--- src/rtl/servo_pkg.sv ---
// Shared types and helpers for the servo pose ramper: FSM state encoding,
// default home angle and the packed-angle slice helper.
package servo_pkg;

  typedef enum logic [1:0] {
    ST_IDLE = 2'd0,
    ST_LOAD = 2'd1,
    ST_MOVE = 2'd2
  } servo_state_t;

  localparam int HOME_ANGLE_DEF = 128;

  // LSB position of channel k inside a packed vector of w-bit angles.
  function automatic int ch_lsb(input int k, input int w);
    return k * w;
  endfunction

endpackage

--- src/rtl/servo_ch_ramp.sv ---
// One servo channel: holds target and current angle, steps the angle toward
// the target by at most `step` on each tick without overshoot or wrap.
module servo_ch_ramp #(
  parameter int ANGLE_W    = 8,
  parameter int STEP_W     = 4,
  parameter int HOME_ANGLE = 128
) (
  input  logic               clk,
  input  logic               rst,
  input  logic               tick,
  input  logic [STEP_W-1:0]  step,
  input  logic [ANGLE_W-1:0] target,
  input  logic               load,
  output logic [ANGLE_W-1:0] angle,
  output logic               at_target
);

  logic [ANGLE_W-1:0]        tgt_q;
  logic [ANGLE_W-1:0]        ang_q;
  logic [ANGLE_W-1:0]        ang_nxt;
  logic signed [ANGLE_W:0]   diff;
  logic [ANGLE_W:0]          mag;
  logic [ANGLE_W:0]          step_ext;
  logic [ANGLE_W:0]          delta;

  // Largest move allowed this tick: the step, limited to the remaining distance.
  function automatic logic [ANGLE_W:0] sat_step(input logic [ANGLE_W:0] s,
                                                input logic [ANGLE_W:0] m);
    return (s < m) ? s : m;
  endfunction

  always_comb begin
    diff     = $signed({1'b0, tgt_q}) - $signed({1'b0, ang_q});
    mag      = diff[ANGLE_W] ? $unsigned(-diff) : $unsigned(diff);
    step_ext = {{(ANGLE_W + 1 - STEP_W){1'b0}}, step};
    delta    = sat_step(step_ext, mag);
    ang_nxt  = diff[ANGLE_W] ? (ang_q - delta[ANGLE_W-1:0])
                             : (ang_q + delta[ANGLE_W-1:0]);
  end

  always_ff @(posedge clk) begin
    if (rst) begin
      tgt_q <= ANGLE_W'(HOME_ANGLE);
      ang_q <= ANGLE_W'(HOME_ANGLE);
    end else begin
      if (load) tgt_q <= target;
      if (tick) ang_q <= ang_nxt;
    end
  end

  assign angle     = ang_q;
  assign at_target = (ang_q == tgt_q);

endmodule

--- src/rtl/servo_pose_ramper.sv ---
// N-channel servo trajectory controller: pose table, command FSM and ramp tick.
// Optional build macro SERVO_LIMIT_EN clamps loaded targets and drives limit_hit.
module servo_pose_ramper
  import servo_pkg::*;
#(
  parameter int NUM_CH      = 4,
  parameter int ANGLE_W     = 8,
  parameter int NUM_POSES   = 8,
  parameter int HOME_ANGLE  = HOME_ANGLE_DEF,
  parameter int RAMP_PERIOD = 65536,
  parameter int STEP_W      = 4,
  parameter int ANGLE_MIN   = 16,
  parameter int ANGLE_MAX   = 240
) (
  input  logic                          clk,
  input  logic                          rst,
  input  logic                          cmd_valid,
  output logic                          cmd_ready,
  input  logic [$clog2(NUM_POSES)-1:0]  cmd_pose,
  input  logic [STEP_W-1:0]             cmd_step,
  input  logic                          tbl_we,
  input  logic [$clog2(NUM_POSES)-1:0]  tbl_pose,
  input  logic [$clog2(NUM_CH)-1:0]     tbl_ch,
  input  logic [ANGLE_W-1:0]            tbl_angle,
  output logic [NUM_CH*ANGLE_W-1:0]     angle,
  output logic                          busy,
  output logic                          done,
  output logic                          limit_hit
);

  localparam int POSE_W = $clog2(NUM_POSES);
  localparam int CH_W   = $clog2(NUM_CH);
  localparam int CNT_W  = $clog2(RAMP_PERIOD);

  servo_state_t       state, state_nxt;
  logic [POSE_W-1:0]  pose_q;
  logic [STEP_W-1:0]  step_q;
  logic [CH_W-1:0]    idx_q;
  logic [CNT_W-1:0]   cnt_q;
  logic               tick;
  logic               move_tick;
  logic               accept;
  logic [NUM_CH-1:0]  at_tgt;
  logic [ANGLE_W-1:0] rd_val;
  logic [ANGLE_W-1:0] ld_val;
  logic [ANGLE_W-1:0] tbl_q [NUM_POSES][NUM_CH];

  function automatic logic [ANGLE_W-1:0] clamp_angle(input logic [ANGLE_W-1:0] a);
    if (a < ANGLE_W'(ANGLE_MIN)) return ANGLE_W'(ANGLE_MIN);
    if (a > ANGLE_W'(ANGLE_MAX)) return ANGLE_W'(ANGLE_MAX);
    return a;
  endfunction

  assign cmd_ready = (state != ST_LOAD);
  assign accept    = cmd_valid && cmd_ready;
  assign tick      = (cnt_q == CNT_W'(RAMP_PERIOD - 1));
  assign move_tick = tick && (state == ST_MOVE);
  // Table read happens before this cycle's write lands, so LOAD sees the old entry.
  assign rd_val    = tbl_q[pose_q][idx_q];

`ifdef SERVO_LIMIT_EN
  assign ld_val = clamp_angle(rd_val);

  always_ff @(posedge clk) begin
    if (rst)                                         limit_hit <= 1'b0;
    else if (state == ST_LOAD && ld_val != rd_val)   limit_hit <= 1'b1;
  end
`else
  assign ld_val    = rd_val;
  assign limit_hit = 1'b0;
`endif

  always_ff @(posedge clk) begin
    if (rst) begin
      for (int p = 0; p < NUM_POSES; p++)
        for (int c = 0; c < NUM_CH; c++)
          tbl_q[p][c] <= ANGLE_W'(HOME_ANGLE);
    end else if (tbl_we) begin
      tbl_q[tbl_pose][tbl_ch] <= tbl_angle;
    end
  end

  always_ff @(posedge clk) begin
    if (rst) cnt_q <= '0;
    else     cnt_q <= tick ? '0 : cnt_q + 1'b1;
  end

  always_ff @(posedge clk) begin
    if (rst) begin
      state  <= ST_IDLE;
      pose_q <= '0;
      step_q <= STEP_W'(1);
      idx_q  <= '0;
    end else begin
      state <= state_nxt;
      if (accept) begin
        pose_q <= cmd_pose;
        step_q <= (cmd_step == '0) ? STEP_W'(1) : cmd_step;
        idx_q  <= '0;
      end else if (state == ST_LOAD) begin
        idx_q  <= idx_q + 1'b1;
      end
    end
  end

  // A new command in MOVE takes priority over completing the current pose.
  always_comb begin
    state_nxt = state;
    busy      = 1'b0;
    done      = 1'b0;
    case (state)
      ST_IDLE: begin
        if (cmd_valid) state_nxt = ST_LOAD;
      end
      ST_LOAD: begin
        busy = 1'b1;
        if (idx_q == CH_W'(NUM_CH - 1)) state_nxt = ST_MOVE;
      end
      ST_MOVE: begin
        busy = 1'b1;
        if (cmd_valid) begin
          state_nxt = ST_LOAD;
        end else if (&at_tgt) begin
          done      = 1'b1;
          state_nxt = ST_IDLE;
        end
      end
      default: state_nxt = ST_IDLE;
    endcase
  end

  for (genvar k = 0; k < NUM_CH; k++) begin : g_ch
    servo_ch_ramp #(
      .ANGLE_W    (ANGLE_W),
      .STEP_W     (STEP_W),
      .HOME_ANGLE (HOME_ANGLE)
    ) u_ch (
      .clk       (clk),
      .rst       (rst),
      .tick      (move_tick),
      .step      (step_q),
      .target    (ld_val),
      .load      ((state == ST_LOAD) && (idx_q == CH_W'(k))),
      .angle     (angle[ch_lsb(k, ANGLE_W) +: ANGLE_W]),
      .at_target (at_tgt[k])
    );
  end

endmodule

--- config.mk ---
export PLATFORM = sky130hd
export DESIGN_NAME = servo_pose_ramper
export DESIGN_NICKNAME = d
export VERILOG_FILES = /design/src/rtl/servo_pkg.sv /design/src/rtl/servo_ch_ramp.sv /design/src/rtl/servo_pose_ramper.sv
export SDC_FILE = /design/constraint.sdc
export NUM_CORES = 1
export LEC_CHECK = 0
export ABC_AREA = 1
export BUFFER_PORTS_ARGS = -buffer_cell sky130_fd_sc_hd__buf_2
export CAP_MARGIN = 20
export CORE_MARGIN = 5
export CORE_UTILIZATION = 35
export CTS_CLUSTER_DIAMETER = 60
export DETAILED_ROUTE_END_ITERATION = 16
export MAX_ROUTING_LAYER = met4
export PLACE_DENSITY_LB_ADDON = 0.2
export SYNTH_ARGS = -nofsm -noshare
export SYNTH_HDL_FRONTEND = slang
export SYNTH_SLANG_ARGS = --single-unit
--- constraint.sdc ---
create_clock -name clk -period 5.8 [get_ports clk]
set_input_delay 0.58 -clock clk [delete_from_list [all_inputs] [get_ports clk]]
set_output_delay 0.58 -clock clk [all_outputs]
set_load 0.05 [all_outputs]
Yosys cells after proc, flatten, opt, wreduce, memory -nomap -nowiden
Memory sizes are Yosys's and may differ from the RTL's. A register that Yosys moved wholly into a read port is not among the register bits.
Index checks and enable logic that the tools add are counted.

operators by class
  muxes and demuxes = 37
  add/sub/neg operators = 18
  reduce and logical (&&, ||, !) cells = 16
  eq/ne operators = 14
  magnitude comparators = 7
  bitwise gates (word level) = 2

operators by type and width
  kind                                                                   count
  32-bit 2-to-1 mux                                                      3
  8-bit 2-to-1 mux                                                       11
  4-bit by 9-bit less-than comparator with 1-bit output                  4
  9-bit 2-to-1 mux                                                       4
  9-bit negation                                                         4
  8-bit by 8-bit subtractor with 9-bit output                            4
  8-bit adder                                                            4
  8-bit equality test                                                    4
  32-bit OR reduction                                                    1
  8-bit subtractor                                                       4
  16-bit by 1-bit adder with 16-bit output, second input constant        1
  8-bit binary-select mux with 2-bit select                              1
  8-bit demux with 2-bit select                                          1
  16-bit equality test, second input constant                            1
  3-bit 2-to-1 mux                                                       3
  1-bit 2-to-1 mux                                                       8
  2-bit 2-to-1 mux                                                       4
  1-bit logical AND                                                      7
  2-bit equality test, second input constant                             3
  3-bit greater-or-equal comparator, second input constant               2
  2-bit inverter with 3-bit output                                       2
  2-bit one-hot mux with 3 select lines                                  1
  2-bit OR reduction                                                     3
  2-bit by 1-bit equality test with 1-bit output, second input constant  2
  10 further kinds                                                       12

word-level totals
  register bits after elaboration = 91
  output and inout bits = 36
  memories = 1
  input port bits = 24
  memory bits (writable) = 256

memory list
  name   depth  width  read ports  clocked after memory_dff  wr ports  line                     text
  tbl_q  8      32     1           1                         8         servo_pose_ramper.sv:46  logic [ANGLE_W-1:0] tbl_q [NUM_POSES][NUM_CH];

Logic depth before layout (Yosys ltp)
  depth in word-level cells = 8
  depth in mapped cells = 41
  gate-level depth less buffers = 41

Hierarchy
A second synthesis with hierarchy kept.

unflattened totals
  cells, all modules = 2545
  area, all modules = 20271.9 um^2

modules (own cells, without submodules)
  module             area each (um^2)  instances  cells an instance
  servo_pose_ramper  13385.3           1          1461
  servo_ch_ramp      1721.7            4          271

Least setup slack after synthesis
Ideal clock, no wire load.

  kind = reg2reg
  start point = register g_ch[1].u_ch.ang_q[1]
  end point = register g_ch[1].u_ch.ang_q[7]
  arrival = 5.004 ns
  buffers on the path = 0
  cell stages (with the launch flop) = 39
  setup time = 0.129 ns
  setup slack = 0.668 ns
  required time = 5.671 ns
  cell sequence = dfxtp_1 > inv_1 > fa_1 > nand3_1 > nand2_1 > nand2_2 > nor2_2 > nor2_4 > inv_4 > nor2_4 > xor2_2 > ha_1 > o211ai_1 > nand3b_1 > nand2_1 > nand2_1 > nand2_1 > a21oi_4 > (+3 left out) > ha_1 > inv_1 > o21ai_0 > inv_1 > ha_1 > nand2_1 > o21ai_0 > a21oi_1 > nor2_1 > nor2_1 > nor2_1 > nor2_1 > nor2_1 > nor2_1 > inv_1 > nand3_2 > nand4_1 > nand3_1

on the way
  word-level cells in the longest chain between the ends = 7

RTL lines
  item                                                    line                                      text
  from (decl)                                             servo_ch_ramp.sv:19                       logic [ANGLE_W-1:0] ang_q;
  from (signal assigned)                                  servo_ch_ramp.sv:44                       ang_q <= ANGLE_W'(HOME_ANGLE);
  from (signal assigned)                                  servo_ch_ramp.sv:47                       if (tick) ang_q <= ang_nxt;
  8-bit by 8-bit subtractor with 9-bit output             servo_ch_ramp.sv:33                       diff = $signed({1'b0, tgt_q}) - $signed({1'b0, ang_q});
  9-bit negation                                          servo_ch_ramp.sv:34                       mag = diff[ANGLE_W] ? $unsigned(-diff) : $unsigned(diff);
  9-bit 2-to-1 mux                                        servo_ch_ramp.sv:34
  4-bit by 9-bit less-than comparator with 1-bit output   servo_ch_ramp.sv:29                       return (s < m) ? s : m;
  8-bit 2-to-1 mux                                        servo_ch_ramp.sv:29
  8-bit adder / 8-bit subtractor (equally long branches)  servo_ch_ramp.sv:38, servo_ch_ramp.sv:37
  8-bit 2-to-1 mux (*)                                    servo_ch_ramp.sv:37                       ang_nxt = diff[ANGLE_W] ? (ang_q - delta[ANGLE_W-1:0])

Mark *: on every way between the ends. The rest lies on a longest branch, timed or not.
A chain may end at the register's enable or synchronous reset.

Final worst setup path
  start point = register g_ch[1].u_ch.ang_q[0]
  end point = register g_ch[1].u_ch.ang_q[7]

Same word-level chain as after synthesis.

==> metrics.yaml <==
route:
  wire_per_inst_um: 18.72
  vias: 15440
  viasPerCell: 5.187
  drc: 0
  totalWireLength_mm: 55.73
  first_pass_iters: 5
  drt_iter0_markers: 1209
  ant_nets: 0
yosys:
  synth-seq-cells: 350
  synth.area.top_cells: "edfxtp_1 (40%), dfxtp_1 (9.8%), nor2_1 (9.3%)"
  syn_nets: 2354
  synth.avg_cell_area_um2: 8.587
  synth_cell_type_count: 54
  async_flop_share_pct: 0
  netlist.area_leader.share_pct: 40.09
  ys_warn_count: 0
  syn_area_um2: 19170
  yosysMostFrequentCell: "nor2_1"
  synth-main-ff-cell: "edfxtp_1"
  synth_top_area_cell: "edfxtp_1"
  synth_edf_count: 256
  synthCells: 2233
  synth_top_cells_by_count: "nor2_1 (473), nand2_1 (314), edfxtp_1 (256), inv_1 (233), o21ai_0 (205)"
  ys_seq_area_share_pct: 49.91
clocking:
  ctsHoldBuffers: 0
  clkTransAtPathRegs_ns: 0.06
  clock_latency_ns: 0.61
  cts_made_buffers: 44
  htreeDepth: 2
  cts_tree: "done"
  clockBufferDepth: 3
  root_buffer: "clkbuf_16"
  clock_sinks: 350
worst_setup_path:
  cpMostUsedCell: "nor2_1"
  crit_family: "simple AND/OR/NAND/NOR gates"
  cp_max_fo: 10
  start_kind: "register"
  critPathSlowestCell: "fa_1"
  cp.required_ns: 6.21
  max_stage_delay_ns: 0.43
  crit_arrival_ns: 5.61
  crit_path_end_kind: "register"
  critPathKind: "register to register"
  worst-path-buf-inv: 3
sta:
  fin_tns_setup_ns: 0
  fin_skew_ns: 0.05822
  relSlewSlack_pct: 26.31
  min_period_over_period_pct: 89.51
  worst_pin_slew_ns: 1.104
  hold-worst-slack_ns: 0.2533
  fin_crit_ns: 5.191
  timing.fmax_mhz: 192.6
  slew_violations: 0
  hold_viol_final: 0
  rsz0062_at_grt: "false"
  setup_viol: 0
power_and_ir_drop:
  p_leak_nw: 8.863
  ir_drop_v: 0.0002681
  p_per_area_nw_per_um2: 442.4
placement:
  gp_congestion: 0.8594
  numPortBuffers: 58
  place_hpwl_mm: 36.77
grt:
  grt-ovfl-total: 0
  grt_max_degree: 113
  track_usage_pct: 18.75
  grt_pass1_wl_mm: 85.69
  antenna_found_initial: 0
  grt_pass1_vias: 14860
die:
  fp.dieH_um: 244.1
  design.die.area_um2: 59570
  ios: 60
  row_count: 85
  start_util_pct: 35.49
  core_um2: 54030
  dieWidth_um: 244.1
cells_and_area:
  ff_latch_area_um2: 9574
  n_antenna_cell: 0
  fin_nets: 2370
  multi_input_area_um2: 8260
  syn2layout_area_growth_pct: 11.89
  fillers: 5448
  drive_above_1_share_pct: 9.163
min_path:
  worstHoldPathType: "input port to register"
job:
  cap_violations: 0
status:
  status: "complete, no violations"
-- stage by stage --
stage	power, mW	instances	cell area, um^2	setup slack [ns]	utilization (%)
after detailed placement	6.878	2898	20030	0.5205	37.08
after CTS	9.566	2976	21430	0.4884	39.66
final	9.491	2977	21450	0.6086	39.71
after global placement	6.839	2897	20010	0.6498	37.04
after floorplan	5.940	2233	19170	0.6679	-
after global routing	10.20	2977	21450	0.006343	39.71
-- registers in the layout, summed over array words and instances (netlist names), named ones only --
register / cells
step_q: 4
pose_q: 3
tbl_q: 256
cnt_q: 16
idx_q: 2
state: 2
g_ch.u_ch.angle: 32
g_ch.u_ch.tgt_q: 32
-- layer usage --
metal	track usage (%)	share of wire (%)	vias up	wire, um
met4	5.642	2.7	0	1516
li1	-	-	7563	-
met1	24.07	44	7402	24480
met5	-	0	-	0
met2	30.76	48	386	26640
met3	3.101	5.5	90	3093
-- timing repair --
| item | CTS | global route |
|---|---|---|
| setup buffers | 0 | 0 |
| endpoints found under the setup margin | 0 | 1 |
| resized for setup | 0 | 2 |
-- cell families after synthesis --
group	after synthesis	share of synthesized area, %
buf+inv	344	7.015
fa+ha+maj	97	6.643
other cells	1	0.01956
compound gates	415	12.72
flops	350	49.91
xor+xnor	42	1.997
simple gates	984	21.70
-- cell usage in the layout, fill, tap and decap left out, types with 6 or more instances in the layout --
cell | synthesis | final
nand2_2 | 23 | 23
clkinv_1 | 3 | 11
xnor2_1 | 13 | 13
nand3_1 | 90 | 90
o21ai_1 | 4 | 6
xor2_1 | 27 | 27
nand2_1 | 314 | 314
nand3b_1 | 11 | 11
edfxtp_1 | 256 | 256
o21ai_0 | 205 | 203
a32o_1 | 7 | 7
clkbuf_1 | 86 | 9
inv_1 | 233 | 226
nand3_2 | 11 | 11
buf_4 | 3 | 11
ha_1 | 89 | 89
a21oi_1 | 101 | 101
o221ai_1 | 50 | 50
fa_1 | 8 | 8
dfxtp_1 | 94 | 92
inv_2 | 5 | 9
o22ai_1 | 15 | 15
nor3_1 | 20 | 20
clkbuf_16 | 0 | 45
a31oi_1 | 11 | 11
buf_2 | 8 | 58
nand4_1 | 19 | 19
nor2_1 | 473 | 473
-- worst reg2reg max path: cells and delay by family, from the launching register on --
family	cells	cell delay, ns
simple gates	24	2.12
fa+ha+maj	5	1.41
compound gates	5	0.66
flops	1	0.37
xor+xnor	2	0.27
buf+inv	3	0.24
-- path summary, 6_finish.rpt --
check | start | end | slack (ns) | cells past startpoint
min reg2reg | cnt_q[0] | cnt_q[0] | 0.46 | 1
max reg2reg | g_ch[1].u_ch.angle[0] | g_ch[1].u_ch.angle[7] | 0.61 | 39
max | g_ch[1].u_ch.angle[0] | g_ch[1].u_ch.angle[7] | 0.61 | 39
min | cmd_step[2] | step_q[2] | 0.25 | 3
-- power breakdown --
part / leakage (nW) / switching (mW) / internal, mW
Clock: 0.676 / 1.15 / 1.50
Combinational: 4.97 / 2.55 / 1.36
Sequential: 3.22 / 0.108 / 2.83
-- area by class of cell --
| class | count | share of cell area [%] |
|---|---|---|
| Clock inverter | 24 | 1.102 |
| Timing Repair Buffer | 72 | 2.053 |
| Tap cell | 696 | 4.059 |
| Inverter | 242 | 4.251 |
| Clock buffer | 54 | 5.406 |
| Sequential cell | 350 | 44.63 |
| Multi-Input combinational cell | 1539 | 38.50 |
No activity file was read; power rests on OpenSTA's default activity.
